### config.mk
export PLATFORM = sky130hd
export DESIGN_NAME = serial_alu_n
export DESIGN_NICKNAME = d
export VERILOG_FILES = /design/src/rtl/serial_alu_pkg.sv /design/src/rtl/serial_digit_unit.sv /design/src/rtl/serial_alu_n.sv
export SDC_FILE = /design/constraint.sdc
export NUM_CORES = 1
export LEC_CHECK = 0
export ABC_AREA = 1
export BUFFER_PORTS_ARGS = -buffer_cell sky130_fd_sc_hd__buf_2
export CAP_MARGIN = 20
export CORE_MARGIN = 1.5
export CORE_UTILIZATION = 48
export CTS_BUF_LIST = sky130_fd_sc_hd__clkbuf_4
export DETAILED_ROUTE_END_ITERATION = 8
export PLACE_DENSITY = 0.69
export SYNTH_ARGS = -nofsm -noshare
export SYNTH_HDL_FRONTEND = slang
export SYNTH_SLANG_ARGS = --single-unit
### constraint.sdc
create_clock -name clk -period 3.6 [get_ports clk]
set_clock_uncertainty 0.1 [all_clocks]
set_input_delay 0.18 -clock clk [delete_from_list [all_inputs] [get_ports clk]]
set_output_delay 0.18 -clock clk [all_outputs]
set_load 0.01 [all_outputs]
### src/rtl/serial_alu_pkg.sv
// Shared op codes, FSM states and flag indices for the digit-serial ALU.
// Op-class helpers keep decode identical across the top and the digit unit.
package serial_alu_pkg;

    localparam int unsigned OP_W   = 4;
    localparam int unsigned FLAG_W = 4;

    localparam logic [OP_W-1:0] OP_ADD  = 4'd0;
    localparam logic [OP_W-1:0] OP_SUB  = 4'd1;
    localparam logic [OP_W-1:0] OP_ADC  = 4'd2;
    localparam logic [OP_W-1:0] OP_SBC  = 4'd3;
    localparam logic [OP_W-1:0] OP_AND  = 4'd4;
    localparam logic [OP_W-1:0] OP_OR   = 4'd5;
    localparam logic [OP_W-1:0] OP_XOR  = 4'd6;
    localparam logic [OP_W-1:0] OP_MOV  = 4'd7;
    localparam logic [OP_W-1:0] OP_CMP  = 4'd8;
    localparam logic [OP_W-1:0] OP_SHL1 = 4'd9;
    localparam logic [OP_W-1:0] OP_SHR1 = 4'd10;
    localparam logic [OP_W-1:0] OP_SAR1 = 4'd11;

    localparam int unsigned FLAG_C = 0;
    localparam int unsigned FLAG_V = 1;
    localparam int unsigned FLAG_S = 2;
    localparam int unsigned FLAG_Z = 3;

    typedef enum logic [1:0] {
        IDLE  = 2'd0,
        RUN   = 2'd1,
        FLUSH = 2'd2
    } state_t;

    function automatic logic is_arith(input logic [OP_W-1:0] op);
        return (op == OP_ADD) || (op == OP_SUB) || (op == OP_ADC) ||
               (op == OP_SBC) || (op == OP_CMP);
    endfunction

    function automatic logic is_sub(input logic [OP_W-1:0] op);
        return (op == OP_SUB) || (op == OP_SBC) || (op == OP_CMP);
    endfunction

    function automatic logic is_shift_right(input logic [OP_W-1:0] op);
        return (op == OP_SHR1) || (op == OP_SAR1);
    endfunction

endpackage

### src/rtl/serial_digit_unit.sv
// Combinational per-digit datapath: adder/subtractor, logic ops and shift-digit
// formation. Right-shift digits take their top bit from a[0] of the next digit.
module serial_digit_unit
    import serial_alu_pkg::*;
#(
    parameter int unsigned NSHIFT = 2
) (
    input  logic [NSHIFT-1:0] a,
    input  logic [NSHIFT-1:0] b,
    input  logic              cin,
    input  logic [OP_W-1:0]   op,
    input  logic [NSHIFT-1:0] hold_digit,
    output logic [NSHIFT-1:0] digit,
    output logic              cout,
    output logic              vout
);

    localparam int unsigned SW = NSHIFT + 1;

    logic [NSHIFT-1:0] bb;
    logic [SW-1:0]     sum;

    assign bb  = is_sub(op) ? ~b : b;
    assign sum = {1'b0, a} + {1'b0, bb} + SW'(cin);

    always_comb begin
        digit = '0;
        cout  = 1'b0;
        vout  = 1'b0;
        if (is_arith(op)) begin
            digit = sum[NSHIFT-1:0];
            cout  = sum[NSHIFT];
            // carry into the MSB recovered from the MSB sum bit
            vout  = (a[NSHIFT-1] ^ bb[NSHIFT-1] ^ sum[NSHIFT-1]) ^ sum[NSHIFT];
        end else begin
            case (op)
                OP_AND:  digit = a & b;
                OP_OR:   digit = a | b;
                OP_XOR:  digit = a ^ b;
                OP_MOV:  digit = b;
                OP_SHL1: begin
                    digit = {a[NSHIFT-2:0], cin};
                    cout  = a[NSHIFT-1];
                end
                OP_SHR1, OP_SAR1: begin
                    digit = {a[0], hold_digit[NSHIFT-1:1]};
                    cout  = hold_digit[0];
                end
                default: digit = '0;
            endcase
        end
    end

endmodule

### src/rtl/serial_alu_n.sv
// Digit-serial ALU top: command latch, FSM, digit counter, carry and hold
// registers, registered result stream and persistent C/V/S/Z flags.
module serial_alu_n
    import serial_alu_pkg::*;
#(
    parameter int unsigned NSHIFT     = 2,
    parameter int unsigned MAX_DIGITS = 16,
    parameter int unsigned LEN_BITS   = $clog2(MAX_DIGITS)
) (
    input  logic                clk,
    input  logic                reset_n,
    input  logic                cmd_valid,
    output logic                cmd_ready,
    input  logic [OP_W-1:0]     cmd_op,
    input  logic [LEN_BITS-1:0] cmd_len_m1,
    input  logic                cmd_flags,
    input  logic                in_valid,
    output logic                in_ready,
    input  logic [NSHIFT-1:0]   in_a,
    input  logic [NSHIFT-1:0]   in_b,
    output logic                out_valid,
    input  logic                out_ready,
    output logic [NSHIFT-1:0]   out_digit,
    output logic                out_last,
    output logic                flag_c,
    output logic                flag_v,
    output logic                flag_s,
    output logic                flag_z
);

    state_t              state_q, state_d;
    logic [OP_W-1:0]     op_q;
    logic [LEN_BITS-1:0] len_q;
    logic [LEN_BITS-1:0] cnt_q;
    logic                flags_en_q;
    logic                carry_q;
    logic [NSHIFT-1:0]   hold_q;
    logic                first_c_q;
    logic                z_acc_q;
    logic [FLAG_W-1:0]   flags_q;

    logic                cmd_fire, in_fire, out_fire, flush_go;
    logic                op_sr, last_in, out_load, load_last;
    logic                first_cin, du_cin, fill;
    logic [NSHIFT-1:0]   du_a, du_digit;
    logic                du_cout, du_vout;

    assign cmd_ready = (state_q == IDLE);
    assign in_ready  = (state_q == RUN) && (!out_valid || out_ready);
    assign cmd_fire  = cmd_valid && cmd_ready;
    assign in_fire   = in_valid && in_ready;
    assign out_fire  = out_valid && out_ready;
    assign flush_go  = (state_q == FLUSH) && (!out_valid || out_ready);

    assign op_sr     = is_shift_right(op_q);
    assign last_in   = (cnt_q == len_q);
    // the first right-shift digit only primes the hold register
    assign out_load  = (in_fire && !(op_sr && (cnt_q == '0))) || flush_go;
    assign load_last = flush_go || (in_fire && last_in && !op_sr);

    always_comb begin
        first_cin = 1'b0;
        case (op_q)
            OP_ADC, OP_SBC: first_cin = flag_c;
            OP_SUB, OP_CMP: first_cin = 1'b1;
            default:        first_cin = 1'b0;
        endcase
    end

    assign du_cin = (cnt_q == '0) ? first_cin : carry_q;
    assign fill   = (op_q == OP_SAR1) && hold_q[NSHIFT-1];
    assign du_a   = (state_q == FLUSH) ? {NSHIFT{fill}} : in_a;

    serial_digit_unit #(.NSHIFT(NSHIFT)) u_digit (
        .a          (du_a),
        .b          (in_b),
        .cin        (du_cin),
        .op         (op_q),
        .hold_digit (hold_q),
        .digit      (du_digit),
        .cout       (du_cout),
        .vout       (du_vout)
    );

    always_ff @(posedge clk or negedge reset_n) begin
        if (!reset_n) state_q <= IDLE;
        else          state_q <= state_d;
    end

    always_comb begin
        state_d = state_q;
        case (state_q)
            IDLE:    if (cmd_fire) state_d = RUN;
            RUN:     if (in_fire && last_in) state_d = op_sr ? FLUSH : IDLE;
            FLUSH:   if (flush_go) state_d = IDLE;
            default: state_d = IDLE;
        endcase
    end

    always_ff @(posedge clk or negedge reset_n) begin
        if (!reset_n) begin
            op_q       <= OP_ADD;
            len_q      <= '0;
            cnt_q      <= '0;
            flags_en_q <= 1'b0;
            carry_q    <= 1'b0;
            hold_q     <= '0;
            first_c_q  <= 1'b0;
            z_acc_q    <= 1'b0;
            flags_q    <= '0;
            out_valid  <= 1'b0;
            out_digit  <= '0;
            out_last   <= 1'b0;
        end else begin
            if (cmd_fire) begin
                op_q       <= cmd_op;
                len_q      <= cmd_len_m1;
                flags_en_q <= cmd_flags;
                cnt_q      <= '0;
                carry_q    <= 1'b0;
                z_acc_q    <= 1'b1;
            end
            if (in_fire) begin
                if (!last_in) cnt_q <= cnt_q + LEN_BITS'(1);
                carry_q <= du_cout;
                hold_q  <= in_a;
                if (cnt_q == '0) first_c_q <= in_a[0];
            end
            if (out_load) begin
                out_valid <= 1'b1;
                out_digit <= du_digit;
                out_last  <= load_last;
                z_acc_q   <= z_acc_q & (du_digit == '0);
                if (load_last && flags_en_q) begin
                    flags_q[FLAG_C] <= op_sr ? first_c_q : du_cout;
                    flags_q[FLAG_V] <= du_vout;
                    flags_q[FLAG_S] <= du_digit[NSHIFT-1];
                    flags_q[FLAG_Z] <= z_acc_q & (du_digit == '0);
                end
            end else if (out_fire) begin
                out_valid <= 1'b0;
                out_last  <= 1'b0;
            end
        end
    end

    assign flag_c = flags_q[FLAG_C];
    assign flag_v = flags_q[FLAG_V];
    assign flag_s = flags_q[FLAG_S];
    assign flag_z = flags_q[FLAG_Z];

endmodule

==> key figures <==
Clock tree
  – Clock-pin transition on the worst setup and hold timing paths: about 0.16 ns
  – # H-tree levels: 1
  – CTS tree: yes
  – Setup Fix Bufs, Post-CTS: 0
  – Clock Latency Late Sink: ~0.33 ns
  – CTS buffer count: 3
  – Clock root buffer: clkbuf_4
  – CTS resizes: 0
  – Post-CTS Hold Buffers: 10
  – Clock Path Buffers: 2
  – TritonCTS sink count: 28

Die
  – Io pins: 28
  – DIE AREA: 4090 sq um
  – Row count: 21
  – Starting Density: approximately half
  – CORE AREA: roughly 3400 sq um
  – Die X: 63.9 microns
  – Die height: 63.9 microns

Timing
  – Total negative setup slack: 0 ns
  – Final setup violation count: 0
  – RSZ-0062 raised after global routing: no
  – Final max-slew violation count: 0
  – Crit path time final: approximately 2.8 ns
  – Worst slew pin tran: between 0.6 and 0.7 ns
  – Max Clk Rate: 353 MHz
  – Worst relative slew slack: between 50% and 60%
  – Final worst setup slack: between 0.7 and 0.8 ns
  – Tcrit/Tclk final: about four fifths
  – Final Hold Fails: 0

Synth
  – Sequential share of the synthesized area: 39.3%
  – Post-synth top area cell: dfrtp_1
  – Flop and latch count out of synthesis: 28
  – Most used DFF post-synth: dfrtp_1
  – Synth area leaders: dfrtp_1 (39%), nand2_1 (13%), nand3_1 (7.3%)
  – Synthesized cell area: 1780 sq um
  – Average cell area after synthesis: about 7.8 sq um
  – Yosys cell types: 36
  – Synth Warn #: 0
  – Count leader, synth: nand2_1
  – Mapped Nets: ~250
  – Syn Inst Count: approximately 230
  – Ys async rst share: between 90% and 100%
  – Top cells by count, synth: nand2_1 (62), inv_1 (30), dfrtp_1 (28)
  – Synth top area share: about 39%
  – Number of synthesized flops with an enable pin: 0

Pwr
  – Tot Pwr: approximately 0.0017 W
  – Pwr Density: 807 nW/um^2
  – Static Leak: 1.15 nW
  – VDD IR max: 375 uV

GRT
  – First-pass GRT wire length: about 6400 microns
  – Gr usage total: 19.5%
  – Largest net degree at the start of global routing: 29
  – Initial antenna violation count: 0
  – Grt ovf: 0
  – Vias in the first global route: around 1500

Place
  – PortBufs: 27
  – Worst slack, placed: about 0.77 ns
  – Post-DP HPWL: approximately 2800 microns
  – Routability cong.: around 0.84
  – # placed instances: 299

Routing
  – Via count: ~1500
  – Drt pass-1 iters: 4
  – Drt drc: 0
  – Post-DR vias/cell: roughly 4.8
  – 1st-iter DRT viols: a little over 40
  – Antenna Nets Post-Route: 0
  – Avg WL per Cell: about 11 microns
  – Drt total wl: 3540 microns

Worst setup path
  – Worst setup EP type: register
  – Critical-path maximum fanout: 6
  – Worst setup SP type: register
  – WS Path Type: reg -> reg
  – Critical path required time: approximately 3.8 ns
  – Worst path arrival time: 3.00 ns

Layout
  – Share of layout cells above drive strength 1: 20.2%
  – Post-layout net count: between 200 and 300
  – Synthesis-to-layout area growth: 19.0%
  – Diodes inserted: 0
  – Non-filler cells, final: around 310

Job
  – Max Cap Viol: 0

Outcome
  – Status: completed

Worst hold path
  – Worst Hold Class: in -> reg
-- layout by cell type, fill, tap and decap left out, drive strengths merged, types with 2 or more instances in the layout --
| cell | count |
|---|---|
| o21ai | 13 |
| buf | 27 |
| dfrtp | 28 |
| fa | 2 |
| nand3 | 26 |
| ha | 7 |
| clkbuf | 3 |
| nand4 | 2 |
| a21oi | 4 |
| dlygate4sd3 | 10 |
| xor2 | 7 |
| nor2 | 20 |
| nor3 | 2 |
| nand2 | 71 |
| inv | 33 |
-- stage by stage --
| step | hold WS (ns) | util, % | area [sq um] |
|---|---|---|---|
| 6_report | 0.0306 | 61.6 | 2120 |
| 5_1_grt | 0.0354 | 61.6 | 2120 |
| 4_1_cts | 0.0182 | 61.6 | 2120 |
| 3_5_place_dp | 0.137 | 57.1 | 1970 |
| 3_3_place_gp | 0.137 | 57.1 | 1970 |
| 2_1_floorplan | -0.216 | - | 1780 |
-- layer usage --
metal  part of all wire, %  GRT usage (%)  wire, microns
met5                     0              0              0
met4                  0.40           3.26             14
met3                   3.7           2.64            130
met2                    48           34.0           1710
met1                    48           26.1           1690
-- final timing paths --
path | cells after the start | slack, ns | start | to
hold / removal | 4 | 0.03 | out_ready | out_last$_DFFE_PN0P_
hold reg to reg | 2 | 0.40 | flags_q[2]$_DFFE_PN0P_ | flags_q[2]$_DFFE_PN0P_
setup / recovery | 13 | 0.77 | cnt_q[0]$_DFF_PN0_ | flags_q[1]$_DFFE_PN0P_
min in group asynchronous | 2 | 0.29 | reset_n | flags_q[2]$_DFFE_PN0P_
max in group asynchronous | 2 | 2.70 | reset_n | len_q[2]$_DFFE_PN0P_
setup reg to reg | 13 | 0.77 | cnt_q[0]$_DFF_PN0_ | flags_q[1]$_DFFE_PN0P_
-- kinds of logic (layout without fill, tap and decap cells) --
| family | Yosys count | count (layout) | share of synthesized area [%] |
|---|---|---|---|
| and+or+nand+nor | 126 | 126 | 33.9 |
| buffers and inverters | 35 | 75 | 7.87 |
| DFF | 28 | 28 | 39.3 |
| AOI/OAI and AO/OA | 21 | 21 | 7.80 |
| adders and majority gates | 9 | 9 | 7.16 |
| xor gates and xnor gates | 8 | 8 | 3.93 |
-- sequential cells by signal (all words and copies together), names as in the netlist --
name        count
carry_q         1
cnt_q           4
first_c_q       1
flags_en_q      1
flags_q         4
hold_q          2
len_q           4
op_q            4
out_digit       2
out_last        1
out_valid       1
state_q         2
z_acc_q         1
-- critical path: stages, from the launching register on --
cell,delay (ns)
dfrtp_1,0.46
inv_1,0.08
ha_1,0.13
nand3_1,0.16
inv_1,0.13
nand3_1,0.10
and2_1,0.16
fa_1,0.41
inv_1,0.07
fa_1,0.44
xnor2_1,0.20
xor2_1,0.15
nand2_1,0.06
o21ai_1,0.12
-- power by group --
group | switching, W | internal [W] | leakage (nW)
combinational | 0.000590 | 0.000362 | 0.766
sequential | 0.000105 | 0.000445 | 0.353
clock | 0.0000950 | 0.000113 | 0.0279
-- final cells by class --
cell class                      count  area, sq um
Clock buffer                        3         22.5
Clock inverter                      1         30.0
Fill cell                         328         1320
Inverter                           34          133
Multi-Input combinational cell    164          941
Sequential cell                    28          701
Tap cell                           46         57.6
Timing Repair Buffer               37          235
Note: power is estimated with default switching activity, not from simulation.
